===== config.mk =====
export PLATFORM = sky130hd
export DESIGN_NAME = serv_boot_sequencer
export DESIGN_NICKNAME = d
export VERILOG_FILES = /design/src/rtl/serv_boot_pkg.sv /design/src/rtl/serv_boot_sequencer.sv
export SDC_FILE = /design/constraint.sdc
export NUM_CORES = 1
export LEC_CHECK = 0
export CELL_PAD_IN_SITES_DETAIL_PLACEMENT = 1
export CELL_PAD_IN_SITES_GLOBAL_PLACEMENT = 2
export CORE_ASPECT_RATIO = 1.1
export CORE_UTILIZATION = 23
export DETAILED_ROUTE_END_ITERATION = 16
export MAX_ROUTING_LAYER = met4
export PLACE_DENSITY_LB_ADDON = 0.3
export RECOVER_POWER = 50
export SLEW_MARGIN = 10
export SYNTH_ARGS = -nofsm -noshare
export SYNTH_HDL_FRONTEND = slang
export SYNTH_SLANG_ARGS = --single-unit

===== constraint.sdc =====
create_clock -name clk -period 2.6 [get_ports clk]
set_clock_uncertainty 0.2 [all_clocks]
set_input_delay 0.52 -clock clk [delete_from_list [all_inputs] [get_ports clk]]
set_output_delay 0.52 -clock clk [all_outputs]
set_load 0.005 [all_outputs]

===== src/rtl/serv_boot_pkg.sv =====
// Shared types and constants for the SERV boot sequencer.
// No timing or flow-control behaviour of its own.
package serv_boot_pkg;

  typedef enum logic [2:0] {
    IDLE,
    FETCH,
    WRITE,
    RESP,
    RUN,
    ERR
  } state_t;

  localparam logic [1:0]  AXI_RESP_OKAY = 2'b00;
  localparam logic [3:0]  WSTRB_FULL    = 4'hF;
  localparam int unsigned WORD_BYTES    = 4;

endpackage


===== src/rtl/serv_boot_sequencer.sv =====
// Loads host words into core RAM via single-beat AXI writes, then releases core reset.
// 3 cycles/word minimum; host stalled by o_ready, AW/W/B each wait on their own handshake.
module serv_boot_sequencer
  import serv_boot_pkg::*;
#(
  parameter int AW        = 13,
  parameter int MEMSIZE   = 8192,
  parameter int BASE_ADDR = 0
) (
  input  logic          clk,
  input  logic          rst,
  input  logic          i_start,
  input  logic [AW-1:0] i_len,
  input  logic [31:0]   i_data,
  input  logic          i_valid,
  output logic          o_ready,
  output logic          o_core_rst,
  output logic          o_busy,
  output logic          o_done,
  output logic          o_err,
  output logic [AW-1:0] o_awaddr,
  output logic          o_awvalid,
  input  logic          i_awready,
  output logic [31:0]   o_wdata,
  output logic [3:0]    o_wstrb,
  output logic          o_wvalid,
  input  logic          i_wready,
  input  logic [1:0]    i_bresp,
  input  logic          i_bvalid,
  output logic          o_bready
);

  localparam int unsigned   MAX_WORDS = MEMSIZE / WORD_BYTES;
  localparam logic [AW-1:0] BASE      = AW'(BASE_ADDR);
  localparam logic [AW-1:0] STRIDE    = AW'(WORD_BYTES);

  state_t        state, state_nxt;
  logic [AW-1:0] len_q;
  logic [AW-1:0] idx;
  logic          aw_done, w_done;
  logic          aw_hs, w_hs;
  logic          aw_ok, w_ok;
  logic          len_bad;
  logic          last_word;

  assign aw_hs     = o_awvalid & i_awready;
  assign w_hs      = o_wvalid & i_wready;
  // A channel counts as finished either from an earlier handshake or one happening now.
  assign aw_ok     = aw_done | aw_hs;
  assign w_ok      = w_done | w_hs;
  assign len_bad   = 32'(i_len) > MAX_WORDS;
  assign last_word = (idx == len_q - AW'(1));
  assign o_wstrb   = WSTRB_FULL;

  always_ff @(posedge clk) begin
    if (rst) begin
      state <= IDLE;
    end else begin
      state <= state_nxt;
    end
  end

  always_comb begin
    state_nxt = state;
    case (state)
      IDLE, RUN, ERR: begin
        if (i_start) begin
          if (len_bad) begin
            state_nxt = ERR;
          end else if (i_len == '0) begin
            state_nxt = RUN;
          end else begin
            state_nxt = FETCH;
          end
        end
      end
      FETCH: begin
        if (i_valid) begin
          state_nxt = WRITE;
        end
      end
      WRITE: begin
        if (aw_ok && w_ok) begin
          state_nxt = RESP;
        end
      end
      RESP: begin
        if (i_bvalid) begin
          if (i_bresp != AXI_RESP_OKAY) begin
            state_nxt = ERR;
          end else if (last_word) begin
            state_nxt = RUN;
          end else begin
            state_nxt = FETCH;
          end
        end
      end
      default: state_nxt = IDLE;
    endcase
  end

  always_comb begin
    o_ready    = (state == FETCH);
    o_bready   = (state == RESP);
    o_busy     = (state == FETCH) || (state == WRITE) || (state == RESP);
    o_done     = (state == RUN);
    o_err      = (state == ERR);
    o_core_rst = (state != RUN);
  end

  // Payload is captured once per word in FETCH and held until the next accept,
  // so AW/W contents stay stable for as long as either valid is up.
  always_ff @(posedge clk) begin
    if (rst) begin
      len_q     <= '0;
      idx       <= '0;
      o_awaddr  <= BASE;
      o_wdata   <= '0;
      o_awvalid <= 1'b0;
      o_wvalid  <= 1'b0;
      aw_done   <= 1'b0;
      w_done    <= 1'b0;
    end else begin
      case (state)
        IDLE, RUN, ERR: begin
          if (i_start) begin
            len_q <= i_len;
            idx   <= '0;
          end
        end
        FETCH: begin
          if (i_valid) begin
            o_wdata   <= i_data;
            o_awaddr  <= BASE + idx * STRIDE;
            o_awvalid <= 1'b1;
            o_wvalid  <= 1'b1;
            aw_done   <= 1'b0;
            w_done    <= 1'b0;
          end
        end
        WRITE: begin
          if (aw_hs) begin
            o_awvalid <= 1'b0;
            aw_done   <= 1'b1;
          end
          if (w_hs) begin
            o_wvalid <= 1'b0;
            w_done   <= 1'b1;
          end
        end
        RESP: begin
          if (i_bvalid && (i_bresp == AXI_RESP_OKAY) && !last_word) begin
            idx <= idx + AW'(1);
          end
        end
        default: ;
      endcase
    end
  end

endmodule


# Word level (Yosys, flattened, before mapping)

Index checks and enable logic that the tools add are counted.
W data, S select, Z words.

Add/sub/neg operators: 2
$lt $le $gt $ge: 1
Eq/ne operators: 14
Mux-type cells: 22
Bitwise logic cells: 4
Reductions and logical operators: 19

Operators by type and width:

| kind                    | count |
|---|---|
| $mux W13                | 2 |
| $pmux W13 S2            | 1 |
| $mux W3                 | 8 |
| $add A13 B1 Y13 const B | 1 |
| $eq A13 B13 Y1          | 1 |
| $gt A13 B12 Y1 const B  | 1 |
| $logic_not A13 Y1       | 1 |
| $sub A13 B1 Y13 const B | 1 |
| $ne A2 B2 Y1 const B    | 6 |
| $pmux W3 S4             | 1 |
| $reduce_and A3 Y1       | 3 |
| $pmux W1 S2             | 4 |
| $eq A3 B2 Y1 const B    | 2 |
| $eq A3 B3 Y1 const B    | 2 |
| $mux W1                 | 6 |
| $reduce_bool A2 Y1      | 3 |
| $reduce_and A2 Y1       | 2 |
| $reduce_and A4 Y1       | 1 |
| $eq A3 B1 Y1 const B    | 1 |
| $logic_and A1 B1 Y1     | 3 |
| $logic_not A3 Y1        | 1 |
| $ne A3 B3 Y1 const B    | 1 |
| $reduce_or A3 Y1        | 1 |
| $and A1 B1 Y1           | 2 |
| other kinds (5)         | 7 |

Register bits after elaboration: 76
Logic and storage cells: 71

# Logic depth before layout (Yosys ltp)

Depth after elaboration: 6
Mapped depth: 13
Mapped depth without buffers: 10

# Worst setup path after synthesis

Ideal clock, no wire load.

Kind: register to register
From: register len_q[0]
To: register state[0]
Library setup time: 0.131 ns
Arrival time: 2.507 ns
Slack: -0.237 ns
Stages on the path, launching flop included: 12
Buffers on the path: 2
Cells stage by stage: dfxtp_1 buf_6 inv_1 ha_1 or4_1 a311o_1 o311a_1 nor4_4 buf_6 nand2_2 a221oi_2 nor3_1

Word-level cells in the longest chain between the ends: 6

Ends and longest elaborated chain:

| item                     | RTL line                   | text |
|---|---|---|
| start: declaration       | serv_boot_sequencer.sv:38  | `logic [AW-1:0] len_q;` |
| start signal: assignment | serv_boot_sequencer.sv:127 | `len_q <= i_len;` |
| $sub A13 B1 Y13          | serv_boot_sequencer.sv:52  | `assign last_word = (idx == len_q - AW'(1));` |
| $eq A13 B13 Y1           | serv_boot_sequencer.sv:52  |  |
| $mux W3                  | serv_boot_sequencer.sv:91  | `end else if (last_word) begin` |
| $mux W3                  | serv_boot_sequencer.sv:89  | `if (i_bresp != AXI_RESP_OKAY) begin` |
| $mux W3                  | serv_boot_sequencer.sv:88  | `if (i_bvalid) begin` |
| $pmux W3 S4              | serv_boot_sequencer.sv:65  | `case (state)` |
| end signal: assignment   | serv_boot_sequencer.sv:59  | `state <= state_nxt;` |
| end: declaration         | serv_boot_sequencer.sv:37  | `state_t state, state_nxt;` |

Every way passes these cells. The select of a mux whose other input is x is not followed.
A chain may end at the register's enable or synchronous reset.

# Worst setup path after layout

From: register len_q[1]
To: register idx[10]

Word-level cells in the longest chain between the ends: 6

Ends and longest elaborated chain:

| item                               | RTL line                   | text |
|---|---|---|
| $sub A13 B1 Y13                    | serv_boot_sequencer.sv:52  |  |
| $eq A13 B13 Y1                     | serv_boot_sequencer.sv:52  |  |
| $logic_not A1 Y1                   | serv_boot_sequencer.sv:152 | `if (i_bvalid && (i_bresp == AXI_RESP_OKAY) && !last_word) begin` |
| $logic_and A1 B1 Y1                | serv_boot_sequencer.sv:152 |  |
| $ne A2 B1 Y1 (no source line)      | --                         |  |
| $reduce_and A3 Y1 (no source line) | --                         |  |
| end signal: assignment             | serv_boot_sequencer.sv:153 | `idx <= idx + AW'(1);` |
| end: declaration                   | serv_boot_sequencer.sv:39  | `logic [AW-1:0] idx;` |

Every way passes these cells.

==> results.cfg <==
[sta]
fin_crit_ns = 2.90
setup_tns_ns = -3.62
slew_headroom_pct = 35.3
finalHoldViolCount = 0
fin_crit_sh_pct = 112
setup_ws_ns = -0.304
setup_viol = 15
drv_slew = 0
timing.hold.ws_ns = 0.249
rsz0062_at_grt = yes
tightest_slew_ns = 0.971
max_freq_ghz = 0.344

[clock_tree]
clockBufferDepth = 2
cts_tree = done
clock_sinks = 76
postCtsHoldBufs = 0
worstSkewPairLatency_ns = 0.34
path_clk_slew_ns = 0.06
cts_buffers = 9
h-tree-depth = 3
root_buffer = clkbuf_16

[layout]
fin_area_um2 = 5540
layout-drive-gt1-share_pct = 15.6
fill_cells = 1845
multi_input_area_um2 = 1960
utilization_pct = 36.5
area_delta_synth_final_pct = 53.4
regArea_um2 = 1520
diodes = 0
layout.nets = 667

[pwr]
peakVddDrop_mv = 0.263
power.density_nw_per_um2 = 563
leakagePower_nw = 2.14

[floorplan]
row_count = 47
pin_count = 111
core_area_um2 = 15200
die_area_um2 = 16200
die_width_um = 122
start_util_pct = 23.8
die_h_um = 133

[yosys]
avgSynthCellArea_um2 = 7.59
synth.most_common_cell = nand2_1
synth_enable_flop_cells = 0
syn_area_um2 = 3610
synth_seq_cells = 76
synth_top_area_share_pct = 42.1
ys_async_sr_fraction_pct = 0
synth-main-ff-cell = dfxtp_1
yosysTopAreaCell = dfxtp_1
yosys-top-cells-count = 129 x nand2_1, 76 x dfxtp_1, 69 x a21oi_1, 30 x clkbuf_1, 30 x nor2_1
ys_warn_count = 0
ys_types = 54
synth_area_leaders = dfxtp_1 42%, nand2_1 13%, a21oi_1 9.6%
synth_cells = 476
synth-seq-area-share_pct = 42.1

[drt]
avgViaCountPerCell = 4.66
met3_length_um = 735
wl_met1_um = 5090
drt-initial-drc-count = 128
vias = 3784
drc_errors = 0
ant_nets = 0
wl_per_cell_um = 14.7
routed_wl_um = 12000
dr_wl_met2_um = 6020
highest_layer = met4
drt-pass1-iter-count = 4

[global_routing]
grt_max_degree = 46
grt_antenna_before_repair = 0
grt_pass1_vias = 3898
grt_pass1_wl_um = 19200
overflow = 0
grt_usage_pct = 15.6

[place]
place_congestion = 0.767
placed_cell_area_um2 = 5140
place.port_buffers = 104
dp.final_hpwl_um = 8840

[worst_setup_path]
critical_path_arrival_ns = 2.92
critPathMaxFanout = 4
crit_path_start_kind = flip-flop
crit_path_end_kind = flip-flop
worst-setup-path-type = flip-flop to flip-flop
cp_data_required_time_ns = 2.61

[job]
maxCapViolCount = 0

[min_path]
min_path_type = flip-flop to flip-flop

[run_status]
status = finished with violations
violations = negative setup slack
==> routing by layer <==
layer | GRT usage (%) | vias to the layer above
li1 | - | 1864
met1 | 17.5 | 1815
met2 | 26.2 | 93
met3 | 5.65 | 12
met4 | 3.64 | 0
met5 | - | -
==> flip-flops by register name (all words and copies together) (netlist names) <==
signal	cells
aw_done	1
idx	13
len_q	13
o_awaddr	11
o_awvalid	1
o_wdata	32
o_wvalid	1
state	3
w_done	1
==> cells by family (layout without fill, tap and decap cells) <==
| group | after synthesis | in the layout | share of synthesized area, % |
|---|---|---|---|
| buffers and inverters | 52 | 188 | 6.51 |
| DFF | 76 | 76 | 42.1 |
| xor gates and xnor gates | 24 | 24 | 5.82 |
| other | 2 | 6 | 0.208 |
| adders and majority gates | 2 | 2 | 0.692 |
| AOI/OAI and AO/OA | 103 | 103 | 17.3 |
| muxes | 2 | 2 | 0.554 |
| and+or+nand+nor | 215 | 215 | 26.8 |
==> power breakdown <==
group | internal, W | switching (W) | leakage [nW] | total, W
logic | 0.000298 | 0.000293 | 1.38 | 0.000591
registers | 0.00121 | 0.0000427 | 0.617 | 0.00126
clock network | 0.000767 | 0.000507 | 0.144 | 0.00127
==> cells in the final DEF (no fill, tap or decap), types with 2 or more instances in the layout <==
cell             count
nand4_1              9
buf_4               52
o211ai_1             2
dfxtp_1             74
a22oi_1              3
nor2_1              28
clkdlybuf4s50_1     58
a32oi_1              2
clkinvlp_4           2
a21oi_1             64
nand2_1            129
xnor2_1             12
o21ai_0              2
nor2_2               2
a21oi_2              3
clkbuf_1             2
clkbuf_16            9
nor3b_1              3
a31o_2               2
a211oi_1             2
a31oi_1              4
xor2_1              11
dlygate4sd3_1       45
a21oi_4              2
or3_1                2
nor3_1               8
dfxtp_2              2
a211oi_2             2
inv_1               11
nand2b_1             4
a311oi_1             2
conb_1               6
clkinv_2             2
mux2i_1              2
or2_2                2
nor2b_1              3
nor4_4               2
nor4_1               4
nand3_1              9
==> stage by stage <==
stage / instances / worst slack (ns) / total power [W]
2_1_floorplan: 480 / -0.0267 / 0.00158
3_3_place_gp: 791 / -0.344 / 0.00187
3_5_place_dp: 791 / -0.493 / 0.00189
4_1_cts: 809 / -0.224 / 0.00318
5_1_grt: 812 / -0.414 / 0.00329
6_report: 812 / -0.304 / 0.00312
==> critical path, cell delays in order, from the launching register on <==
cell and delay (ns):
dfxtp_2 0.32, or2_4 0.26, or4_4 0.51, a311o_1 0.33
o311a_1 0.16, nor4_4 0.38, buf_4 0.19, buf_6 0.13
a211oi_2 0.07, xnor2_1 0.17, nor2_1 0.05
==> repair_timing <==
action                     CTS  global route
cloned                       0             0
buffers inserted             2             3
pin swaps                    8            13
resized for setup            5            15
setup endpoints to repair   14            15
==> area by class of cell <==
class	instances	area share (%)
repair buffers	161	26.5
clock buffers	10	4.31
inverters	11	0.745
clock inverters	6	1.15
multi-input cells	352	35.3
well taps	196	4.43
flip-flops and latches	76	27.5
==> final timing paths <==
path	cells after the start	slack, ns	startpoint	endpoint
min reg2reg	2	0.25	o_wdata[11]	o_wdata[11]
max reg2reg	10	-0.30	len_q[1]	idx[10]
max	10	-0.30	len_q[1]	idx[10]
min	2	0.25	o_wdata[11]	o_wdata[11]
Note: power is estimated with default switching activity, not from simulation.
